[config.mk]
export PLATFORM = sky130hd
export DESIGN_NAME = mem_stage_access
export DESIGN_NICKNAME = d
export VERILOG_FILES = /design/src/rtl/mem_stage_pkg.sv /design/src/rtl/mem_wait_ctr.sv /design/src/rtl/mem_stage_access.sv
export SDC_FILE = /design/constraint.sdc
export NUM_CORES = 1
export LEC_CHECK = 0
export ABC_CLOCK_PERIOD_IN_PS = 11100
export BUFFER_PORTS_ARGS = -buffer_cell sky130_fd_sc_hd__buf_2
export CAP_MARGIN = 10
export CORE_UTILIZATION = 45
export CTS_BUF_LIST = sky130_fd_sc_hd__clkbuf_8 sky130_fd_sc_hd__clkbuf_16
export DETAILED_ROUTE_END_ITERATION = 12
export HOLD_SLACK_MARGIN = 0.12
export PLACE_DENSITY = 0.75
export SYNTH_ARGS = -nofsm -noshare
export SYNTH_HDL_FRONTEND = slang
export SYNTH_SLANG_ARGS = --single-unit
[constraint.sdc]
create_clock -name clk -period 11.1 [get_ports clk]
set_input_delay 0.555 -clock clk [delete_from_list [all_inputs] [get_ports clk]]
set_output_delay 0.555 -clock clk [all_outputs]
set_load 0.05 [all_outputs]
[src/rtl/mem_stage_pkg.sv]
// Shared types for the memory-access stage.
// FSM states, control bundle and default timeout.
package mem_stage_pkg;

  localparam int MAX_WAIT_DEF = 16;

  typedef enum logic {
    IDLE = 1'b0,
    REQ  = 1'b1
  } mem_state_t;

  typedef struct packed {
    logic       PCSrc;
    logic       RegWrite;
    logic       MemtoReg;
    logic       MemWrite;
    logic [3:0] Rd;
  } mem_ctrl_t;

endpackage

[src/rtl/mem_wait_ctr.sv]
// Wait-cycle counter for an outstanding memory request.
// tc_o flags the last permitted wait cycle.
module mem_wait_ctr
  import mem_stage_pkg::*;
#(
  parameter int MAX_WAIT = MAX_WAIT_DEF
) (
  input  logic clk,
  input  logic reset,
  input  logic clr_i,
  input  logic en_i,
  output logic tc_o
);

  localparam int CW = $clog2(MAX_WAIT + 1);

  logic [CW-1:0] cnt_q, cnt_d;

  always_comb begin
    cnt_d = cnt_q;
    if (clr_i)
      cnt_d = '0;
    else if (en_i)
      cnt_d = cnt_q + CW'(1);
  end

  always_ff @(posedge clk or posedge reset) begin
    if (reset)
      cnt_q <= '0;
    else
      cnt_q <= cnt_d;
  end

  assign tc_o = (cnt_q == CW'(MAX_WAIT - 1));

endmodule

[src/rtl/mem_stage_access.sv]
// Memory stage: drives the data bus, stalls while busy,
// and registers results into the writeback stage.
module mem_stage_access
  import mem_stage_pkg::*;
#(
  parameter int MAX_WAIT = MAX_WAIT_DEF,
  parameter int DATA_W   = 32
) (
  input  logic              clk,
  input  logic              reset,
  input  logic              PCSrcM,
  input  logic              RegWriteM,
  input  logic              MemtoRegM,
  input  logic              MemWriteM,
  input  logic [3:0]        RdM,
  input  logic [DATA_W-1:0] ALUResultM,
  input  logic [DATA_W-1:0] WriteDataM,
  output logic              mem_req,
  output logic              mem_we,
  output logic [DATA_W-1:0] mem_addr,
  output logic [DATA_W-1:0] mem_wdata,
  input  logic              mem_ready,
  input  logic [DATA_W-1:0] mem_rdata,
  output logic              StallM,
  output logic              PCSrcW,
  output logic              RegWriteW,
  output logic              MemtoRegW,
  output logic [3:0]        RdW,
  output logic [DATA_W-1:0] ReadDataW,
  output logic [DATA_W-1:0] ALUOutW,
  output logic              MemErrW
);

  mem_state_t  state_q, state_d;
  mem_ctrl_t   ctrl_q, ctrl_d;
  logic        req_q, req_d;
  logic [DATA_W-1:0] addr_q, addr_d;
  logic [DATA_W-1:0] wdata_q, wdata_d;

  logic        pcsrc_q, pcsrc_d;
  logic        regw_q, regw_d;
  logic        m2r_q, m2r_d;
  logic [3:0]  rd_q, rd_d;
  logic [DATA_W-1:0] rdata_q, rdata_d;
  logic [DATA_W-1:0] alu_q, alu_d;
  logic        err_q, err_d;

  logic memop, start, done, abort;
  logic stall, cnt_clr, cnt_en, tc;

  assign memop = MemtoRegM | MemWriteM;

  mem_wait_ctr #(
    .MAX_WAIT (MAX_WAIT)
  ) u_ctr (
    .clk   (clk),
    .reset (reset),
    .clr_i (cnt_clr),
    .en_i  (cnt_en),
    .tc_o  (tc)
  );

  always_comb begin
    state_d = state_q;
    stall   = 1'b0;
    start   = 1'b0;
    done    = 1'b0;
    abort   = 1'b0;
    cnt_clr = 1'b0;
    cnt_en  = 1'b0;
    unique case (state_q)
      IDLE: begin
        if (memop) begin
          stall   = 1'b1;
          start   = 1'b1;
          cnt_clr = 1'b1;
          state_d = REQ;
        end
      end
      REQ: begin
        if (mem_ready) begin
          done    = 1'b1;
          state_d = IDLE;
        end else if (tc) begin
          abort   = 1'b1;
          state_d = IDLE;
        end else begin
          stall  = 1'b1;
          cnt_en = 1'b1;
        end
      end
      default: state_d = IDLE;
    endcase
  end

  // Request side: operands are captured once and held for all of REQ.
  always_comb begin
    ctrl_d  = ctrl_q;
    addr_d  = addr_q;
    wdata_d = wdata_q;
    req_d   = req_q;
    if (start) begin
      ctrl_d  = '{PCSrc: PCSrcM, RegWrite: RegWriteM,
                  MemtoReg: MemtoRegM, MemWrite: MemWriteM,
                  Rd: RdM};
      addr_d  = ALUResultM;
      wdata_d = WriteDataM;
      req_d   = 1'b1;
    end else if (done || abort) begin
      req_d = 1'b0;
    end
  end

  // Writeback side: control defaults to a bubble.
  always_comb begin
    pcsrc_d = 1'b0;
    regw_d  = 1'b0;
    m2r_d   = 1'b0;
    rd_d    = rd_q;
    alu_d   = alu_q;
    rdata_d = rdata_q;
    err_d   = 1'b0;
    if (state_q == IDLE && !memop) begin
      pcsrc_d = PCSrcM;
      regw_d  = RegWriteM;
      m2r_d   = MemtoRegM;
      rd_d    = RdM;
      alu_d   = ALUResultM;
    end else if (done) begin
      pcsrc_d = ctrl_q.PCSrc;
      regw_d  = ctrl_q.RegWrite;
      m2r_d   = ctrl_q.MemtoReg;
      rd_d    = ctrl_q.Rd;
      alu_d   = addr_q;
      if (ctrl_q.MemtoReg)
        rdata_d = mem_rdata;
    end else if (abort) begin
      err_d = 1'b1;
      rd_d  = ctrl_q.Rd;
      alu_d = addr_q;
    end
  end

  always_ff @(posedge clk or posedge reset) begin
    if (reset) begin
      state_q <= IDLE;
      ctrl_q  <= '0;
      req_q   <= 1'b0;
      addr_q  <= '0;
      wdata_q <= '0;
      pcsrc_q <= 1'b0;
      regw_q  <= 1'b0;
      m2r_q   <= 1'b0;
      rd_q    <= '0;
      rdata_q <= '0;
      alu_q   <= '0;
      err_q   <= 1'b0;
    end else begin
      state_q <= state_d;
      ctrl_q  <= ctrl_d;
      req_q   <= req_d;
      addr_q  <= addr_d;
      wdata_q <= wdata_d;
      pcsrc_q <= pcsrc_d;
      regw_q  <= regw_d;
      m2r_q   <= m2r_d;
      rd_q    <= rd_d;
      rdata_q <= rdata_d;
      alu_q   <= alu_d;
      err_q   <= err_d;
    end
  end

  // Stall must drop the instant reset asserts, even with a memop held upstream.
  assign StallM    = stall & ~reset;
  assign mem_req   = req_q;
  assign mem_we    = ctrl_q.MemWrite;
  assign mem_addr  = addr_q;
  assign mem_wdata = wdata_q;
  assign PCSrcW    = pcsrc_q;
  assign RegWriteW = regw_q;
  assign MemtoRegW = m2r_q;
  assign RdW       = rd_q;
  assign ReadDataW = rdata_q;
  assign ALUOutW   = alu_q;
  assign MemErrW   = err_q;

endmodule

* Yosys cells after proc, flatten, opt, wreduce, memory -nomap -nowiden
Index checks and enable logic that the tools add are counted.
Cells by class: add/subtract/negate cells 1, equality and inequality tests 1, mux-type cells 30, bitwise gates (word level) 5, reduce and logical (&&, ||, !) cells 7
Operators with widths (number):
- $mux W32 | 3
- $mux W1 | 21
- $mux W4 | 3
- $mux W5 | 2
- $add A5 B1 Y5 const B | 1
- $eq A5 B4 Y1 const B | 1
- $reduce_bool A2 Y1 | 2
- $not A1 Y1 | 3
- $reduce_and A3 Y1 | 1
- $reduce_bool A3 Y1 | 1
- $pmux W1 S2 | 1
- $and A1 B1 Y1 | 1
- $logic_and A1 B1 Y1 | 1
- $logic_not A1 Y1 | 1
- $logic_or A1 B1 Y1 | 1
- $or A1 B1 Y1 | 1
Storage, ports and cells: bits in registers 151, bits of input ports 107, output and inout port bits 139

* Longest topological paths before layout
Gate-level depths: netlist (run 1).
depth in word-level cells 7, mapped depth 9, depth with buffers taken out 7

* Hierarchy
Synthesis (run 1) repeated with hierarchy kept, for this count alone.
Second synthesis, totals: cell total of the unflattened synthesis 387, area total of the unflattened synthesis 5992.0 µm²
Modules (own cells, without submodules):
- mem_stage_access | times used 1, cells each 363, area each 5709.2 µm², seq. area each 3653.5 µm²
- mem_wait_ctr | times used 1, cells each 24, area each 282.8 µm², seq. area each 125.1 µm²

* Worst setup path before layout (run 1)
OpenSTA, ideal clock, no wires.
path type reg2out, from register u_ctr.cnt_q[0], to output StallM, data arrival time 1991 ps, path slack 8554 ps, cell stages (with the launch flop) 7, buffers on the path 0, cell sequence dfrtp_1 > ha_1 > and3_1 > ha_1 > o21ai_2 > nand2_4 > nor2_1
Between the ends: cells in the longest elaborated chain, start to end 5
RTL lines:
- start: declaration | RTL line mem_wait_ctr.sv:17 | logic [CW-1:0] cnt_q, cnt_d;
- start signal: assignment | RTL line mem_wait_ctr.sv:31 | cnt_q <= cnt_d;
- $eq A5 B4 Y1 | RTL line mem_wait_ctr.sv:34 | assign tc_o = (cnt_q == CW'(MAX_WAIT - 1));
- $mux W1 | RTL line mem_stage_access.sv:84 | end else if (tc) begin
- $mux W1 | RTL line mem_stage_access.sv:81 | if (mem_ready) begin
- $pmux W1 S2 | RTL line mem_stage_access.sv:71 | unique case (state_q)
- $and A1 B1 Y1 | RTL line mem_stage_access.sv:175 | assign StallM = stall & ~reset;
- end: declaration | RTL line mem_stage_access.sv:24 | output logic StallM,
Every way passes these cells.

* Worst setup path after layout (run 1)
Same ends and word-level chain as after synthesis.

==> results of run 1 <==
==> worst max-delay path, delay by kind of cell (launching register included) <==
family                   cells  cell delay [ns]
adder cells (fa/ha/maj)      2             0.49
AND/OR/NAND/NOR              3             0.41
flip-flops                   1             0.41
buffers and inverters        1             0.27
AO/OA/AOI/OAI                1             0.85
==> area by class of cell <==
class / instances / area, µm² / area share (%)
inverters: 40 / 155.1 / 1.993
clock inverters: 12 / 87.58 / 1.125
flip-flops and latches: 151 / 3779 / 48.55
repair buffers: 249 / 1256 / 16.14
multi-input cells: 204 / 1838 / 23.61
clock buffers: 19 / 452.9 / 5.819
well taps: 172 / 215.2 / 2.765
==> path summary, 6_finish.rpt <==
path	cells past startpoint	end	start
worst min register to register	1	u_ctr.cnt_q[3]$_DFFE_PP0P_	u_ctr.cnt_q[3]$_DFFE_PP0P_
worst min-delay path	2	mem_addr[25]$_DFFE_PP0P_	reset
worst max-delay path	7	StallM	u_ctr.cnt_q[0]$_DFFE_PP0P_
max in group asynchronous	3	mem_wdata[28]$_DFFE_PP0P_	reset
worst max register to register	7	u_ctr.cnt_q[4]$_DFFE_PP0P_	u_ctr.cnt_q[0]$_DFFE_PP0P_
min in group clk	2	mem_wdata[26]$_DFFE_PP0P_	WriteDataM[26]
==> report_power, final <==
| group | internal (mW) | switching [mW] | total, mW |
|---|---|---|---|
| logic | 0.222 | 0.643 | 0.864 |
| clock network | 0.314 | 0.207 | 0.521 |
| registers | 0.694 | 0.0803 | 0.774 |
| total | 1.23 | 0.930 | 2.16 |
==> per-stage QoR <==
| step | instance area [µm²] | worst slack, ns |
|---|---|---|
| 6_report | 7784 | 7.719 |
| 3_3_place_gp | 7243 | 8.172 |
| 5_1_grt | 7784 | 7.522 |
| 3_5_place_dp | 7243 | 8.045 |
| 2_1_floorplan | 5879 | 6.480 |
| 4_1_cts | 7784 | 7.687 |
==> metal layers <==
layer,global-route usage [%],vias to the layer above,wire (µm)
li1,-,1956,-
met1,23.27,2036,5294
met2,32.62,182,6544
met3,6.383,10,1097
met4,7.436,0,121
met5,0,-,0
==> Yosys cell counts (all sizes together) <==
master / number / area share (%)
dfrtp: 151 / 64
nand2: 5 / 0.45
ha: 2 / 0.43
o22ai: 37 / 3.9
nor3b: 1 / 0.13
and2: 1 / 0.11
and3b: 1 / 0.15
and3: 1 / 0.11
mux2i: 2 / 0.34
inv: 40 / 2.6
o21bai: 1 / 0.13
or3: 1 / 0.11
a32o: 2 / 0.34
a22o: 1 / 0.15
nor2: 2 / 0.13
xor2: 1 / 0.15
mux2: 104 / 20
buf: 24 / 2.2
nor4bb: 1 / 0.17
o21ai: 2 / 0.23
a21oi: 36 / 3.7
nor3: 1 / 0.085
nand4: 1 / 0.11
nand3: 1 / 0.085
==> sequential cells by signal, summed over array words and instances (netlist names), 4 cells and up <==
signal       count
RdW              4
mem_addr        32
ALUOutW         32
mem_wdata       32
ctrl_q           7
u_ctr.cnt_q      5
ReadDataW       32
==> cells by family (layout without fill, tap and decap cells) <==
| logic type | count (synthesis) | in the layout | share of synthesized area (%) |
|---|---|---|---|
| AO/OA/AOI/OAI | 79 | 79 | 8.491 |
| XOR/XNOR | 1 | 1 | 0.1490 |
| adder cells (fa/ha/maj) | 2 | 2 | 0.4256 |
| buffers and inverters | 64 | 320 | 4.788 |
| flip-flops | 151 | 151 | 64.27 |
| multiplexers | 106 | 106 | 20.26 |
| AND/OR/NAND/NOR | 16 | 16 | 1.618 |
==> results.tsv, run 1 <==
stage	metric	value	unit
worst_hold_path	hp-class	in2async	
synth	synth_cells	419	
worst_setup_path	cp-start-kind	register	
sta	hold_viol_final	0	
cells_and_area	syn_to_final_growth	32.39	%
die	ioPinCount	246	
power_and_ir_drop	ir_worst_vdd	0.1443	mV
routing	vias_per_cell	4.940	
global_routing	grt_pass1_wl	20110	µm
sta	fin_setup_tns	0	ns
die	initial_core_util	46.40	%
sta	min_period	3.381	ns
outcome	status	completed	
synth	syn_nets	528	
global_routing	grt_usage	19.45	%
clock_tree	clk_latency	0.40	ns
synth	ys_warn_count	0	
clock_tree	cts_buffers	17	
clock_tree	cts.sinks	151	
sta	holdWs	0.3243	ns
clock_tree	post_cts_resize_count	0	
sta	slew_headroom	27.47	%
clock_tree	ctsHoldBuffers	0	
sta	finalSetupViolations	0	
routing	avgRoutedWirePerCell	15.42	µm
clock_tree	clk_path_buf_depth	2	
routing	ant_nets	0	
worst_setup_path	slowest_delay	0.85	ns
cells_and_area	insertedDiodeCount	0	
worst_setup_path	crit_path_end_kind	primary output	
worst_setup_path	worstPathArrival	2.83	ns
power_and_ir_drop	total_power	2.159	mW
job	maxCapViolCount	0	
cells_and_area	layout_common_cells	buf_2, dfrtp_1, mux2_2	
place	dp.final_hpwl	9132	µm
worst_setup_path	cp_cell_sequence	ha_1, and3_1, ha_1, o21ai_4, nand2_4, nor2_1, buf_2	
cells_and_area	final_common_cell	buf_2	
cells_and_area	final_util	61.43	%
die	die_h	116.3	µm
power_and_ir_drop	p_per_area	277.4	nW/µm²
clock_tree	cts_tree	built	
clock_tree	clkTransAtPathRegs	0.06	ns
synth	seq_area_frac_synth	64.27	%
worst_setup_path	required	10.55	ns
die	die_area	13530	µm²
cells_and_area	fin_cells	847	
worst_setup_path	crit_slowest_cell	o21ai_4	
sta	fin_skew	0.007540	ns
routing	wirelength	13060	µm
power_and_ir_drop	leakagePower	3.898	nW
die	core_region_area	12670	µm²
cells_and_area	final_nets	772	
place	gp_congestion	0.7184	
worst_setup_path	cpMostUsedCell	ha_1	
clock_tree	cts.htree.levels	4	
die	fp-row-count	41	
routing	drt-pass1-iter-count	4	
synth	synth.distinct_cells	31	
place	placed_cells	816	
place	numPortBuffers	245	
sta	drv_slew	0	
sta	min_period_over_period	30.46	%
synth	synth.avg_cell_area	14.03	µm²
global_routing	grt_max_degree	90	
global_routing	grt_pass1_vias	4158	
synth	netlist_area	5879	µm²
sta	worstMarginPinSlew	1.084	ns
worst_setup_path	crit_type	reg2out	
routing	drc	0	
cells_and_area	drive_above_1_share	58.81	%
clock_tree	cts_root_buffer	clkbuf_16	
clock_tree	cts_post_setup_buffers_inserted	0	
routing	via_count	4184	
worst_setup_path	rrSetupSlack	8.08	ns
sta	rsz0062_at_grt	no	
global_routing	antenna_found_initial	0	
synth	synth-seq-cells	151	
global_routing	overflow	0	
routing	drt_iter0_drc	142	
cells_and_area	nFillCells	1020	
die	die_w	116.3	µm
sta	fmax	295.8	MHz
worst_setup_path	cp_max_fo	37	
(Power assumes the default switching activity.)
==> inputs of run 2 (changes only) <==
ABC_CLOCK_PERIOD_IN_PS = 2700   (was 11100)
CORE_UTILIZATION = 43   (was 45)
clock period = 2.7 ns   (was 11.1 ns; I/O delays follow)
==> run 2 against run 1 <==
  * Critical endpoint unchanged
  * Flip-flop and latch count is the same
  * First-iteration DRC count grew 3.5%
  * Sequential share of layout area shrank 6.8 points
==> results.tsv, run 2 (synthesis gave the netlist of run 1 again) <==
stage	metric	value	unit	change
sta	min_period	2.302	ns	
clock_tree	cts.htree.levels	4		unchanged
global_routing	overflow	0		unchanged
cells_and_area	final_common_cell	buf_2		unchanged
power_and_ir_drop	total_power	9.633	mW	was 2.159 mW
clock_tree	cts_root_buffer	clkbuf_16		unchanged
routing	wirelength	15030	µm	was 13060 µm
worst_setup_path	crit_slowest_cell	dfrtp_1		was o21ai_4
global_routing	grt_pass1_vias	4830		was 4158
clock_tree	cts_tree	built		unchanged
clock_tree	cts.sinks	151		unchanged
worst_setup_path	slowest_delay	0.41	ns	was 0.85 ns
sta	drv_slew	0		unchanged
clock_tree	cts_buffers	17		unchanged
place	dp.final_hpwl	9109	µm	was 9132 µm
clock_tree	clkTransAtPathRegs	0.06	ns	about the same
worst_setup_path	worstPathArrival	2.17	ns	was 2.83 ns
global_routing	antenna_found_initial	0		unchanged
worst_setup_path	cpMostUsedCell	ha_1		unchanged
sta	fin_skew	0.006509	ns	was 0.007540 ns
power_and_ir_drop	leakagePower	4.425	nW	was 3.898 nW
clock_tree	clk_path_buf_depth	2		unchanged
routing	drc	0		unchanged
global_routing	grt_usage	21.95	%	was 19.45%
sta	worstMarginPinSlew	0.6426	ns	was 1.084 ns
worst_setup_path	cp_cell_sequence	ha_1, and3_1, ha_1, o21ai_4, nand2_4, nor2_1, buf_2		unchanged
worst_setup_path	cp-start-kind	register		unchanged
cells_and_area	drive_above_1_share	51.34	%	was 58.81%
routing	avgRoutedWirePerCell	15.64	µm	was 15.42 µm
job	maxCapViolCount	0		unchanged
clock_tree	clk_latency	0.42	ns	was 0.40 ns
routing	via_count	4639		was 4184
sta	holdWs	0.1523	ns	was 0.3243 ns
sta	fmax	434.4	MHz	
clock_tree	cts_post_setup_buffers_inserted	0		unchanged
worst_setup_path	cp_top_family	adder cells		was compound AO/OA/AOI/OAI gates
die	initial_core_util	44.22	%	was 46.40%
place	placed_cell_area	7302	µm²	was 7243 µm²
routing	drt-pass1-iter-count	4		unchanged
worst_setup_path	cp_max_fo	5		was 37
outcome	status	completed		unchanged
routing	vias_per_cell	4.827		was 4.940
place	gp_congestion	0.7229		was 0.7184
cells_and_area	final_nets	881		was 772
place	numPortBuffers	245		unchanged
die	core_region_area	13300	µm²	was 12670 µm²
sta	min_period_over_period	85.26	%	
global_routing	grt_pass1_wl	23940	µm	was 20110 µm
power_and_ir_drop	ir_worst_vdd	0.7429	mV	was 0.1443 mV
die	ioPinCount	246		unchanged
worst_setup_path	crit_path_end_kind	primary output		unchanged
worst_setup_path	required	2.57	ns	was 10.55 ns
cells_and_area	nFillCells	936		was 1020
worst_setup_path	crit_type	reg2out		unchanged
power_and_ir_drop	p_per_area	1065	nW/µm²	was 277.4 nW/µm²
sta	fin_setup_tns	0	ns	unchanged
sta	hold_viol_final	0		unchanged
routing	ant_nets	0		unchanged
die	fp-row-count	42		was 41
sta	rsz0062_at_grt	no		unchanged
worst_setup_path	crit_buf_inv	1		unchanged
cells_and_area	syn_to_final_growth	53.86	%	was 32.39%
cells_and_area	final_area	9046	µm²	was 7784 µm²
global_routing	grt_max_degree	101		was 90
sta	slew_headroom	57.16	%	was 27.47%
die	die_area	14140	µm²	was 13530 µm²
cells_and_area	insertedDiodeCount	0		unchanged
cells_and_area	layout_common_cells	buf_2, dfrtp_1, dlygate4sd3_1		was buf_2, dfrtp_1, mux2_2
sta	finalSetupViolations	0		unchanged
routing	drt_iter0_drc	147		was 142
worst_hold_path	hp-class	in2reg		was in2async
die	die_w	118.9	µm	was 116.3 µm
die	die_h	118.9	µm	was 116.3 µm
==> run 2: cell count changes in the layout (fill, tap and decap cells not counted) <==
cell           delta
buf_12            +2
buf_4             +2
bufinv_16         +6
clkbuf_8          -1
clkinv_2          -4
clkinv_4          +2
dlygate4sd3_1   +105
inv_1             -1
inv_6             -1
==> run 2: repair_timing <==
| action | CTS | global route |
|---|---|---|
| hold endpoints to repair | 293 | 0 |
| gates resized for setup | 0 | 0 |
| hold buffers | 105 | 0 |
==> run 2: per-stage QoR <==
| step | cells | setup slack, ns | utilization, % |
|---|---|---|---|
| 6_report | 961 | 0.3979 | 68.04 |
| 5_1_grt | 961 | 0.2271 | 68.04 |
| 4_1_cts | 961 | 0.3748 | 68.04 |
| 3_5_place_dp | 824 | 0.6189 | 54.92 |
| 3_3_place_gp | 824 | 0.6630 | 54.92 |
| 2_1_floorplan | 419 | 0.5742 | - |
==> run 2: routing by layer <==
metal	routed length (µm)	up-vias	global-route usage (%)
li1	-	2173	-
met3	913	29	6.322
met4	353	0	9.573
met5	0	-	0
met2	7641	178	37.83
met1	6123	2259	25.42
==> run 2: report_power, final <==
group / internal (mW) / leakage (nW) / switching (mW)
Clock: 1.84 / 0.341 / 0.888
Combinational: 1.02 / 2.32 / 2.69
Sequential: 2.85 / 1.76 / 0.332
==> run 2: cell type report <==
cell class,instances,area [µm²],area share (%)
Clock buffer,18,439.2,4.855
Clock inverter,14,254.0,2.808
Inverter,40,153.9,1.701
Multi-Input combinational cell,204,1838,20.32
Sequential cell,151,3779,41.77
Tap cell,176,220.2,2.434
Timing Repair Buffer,358,2362,26.11
==> run 2: path summary, 6_finish.rpt <==
path,to,depth (start not counted),start,slack [ns]
hold / removal,PCSrcW$_DFF_PP0_,2,mem_ready,0.15
hold reg to reg,u_ctr.cnt_q[3]$_DFFE_PP0P_,1,u_ctr.cnt_q[3]$_DFFE_PP0P_,0.48
max in group asynchronous,mem_addr[25]$_DFFE_PP0P_,4,reset,1.73
min in group asynchronous,u_ctr.cnt_q[0]$_DFFE_PP0P_,4,reset,0.46
setup / recovery,StallM,7,u_ctr.cnt_q[0]$_DFFE_PP0P_,0.40
setup reg to reg,u_ctr.cnt_q[4]$_DFFE_PP0P_,8,u_ctr.cnt_q[0]$_DFFE_PP0P_,0.63
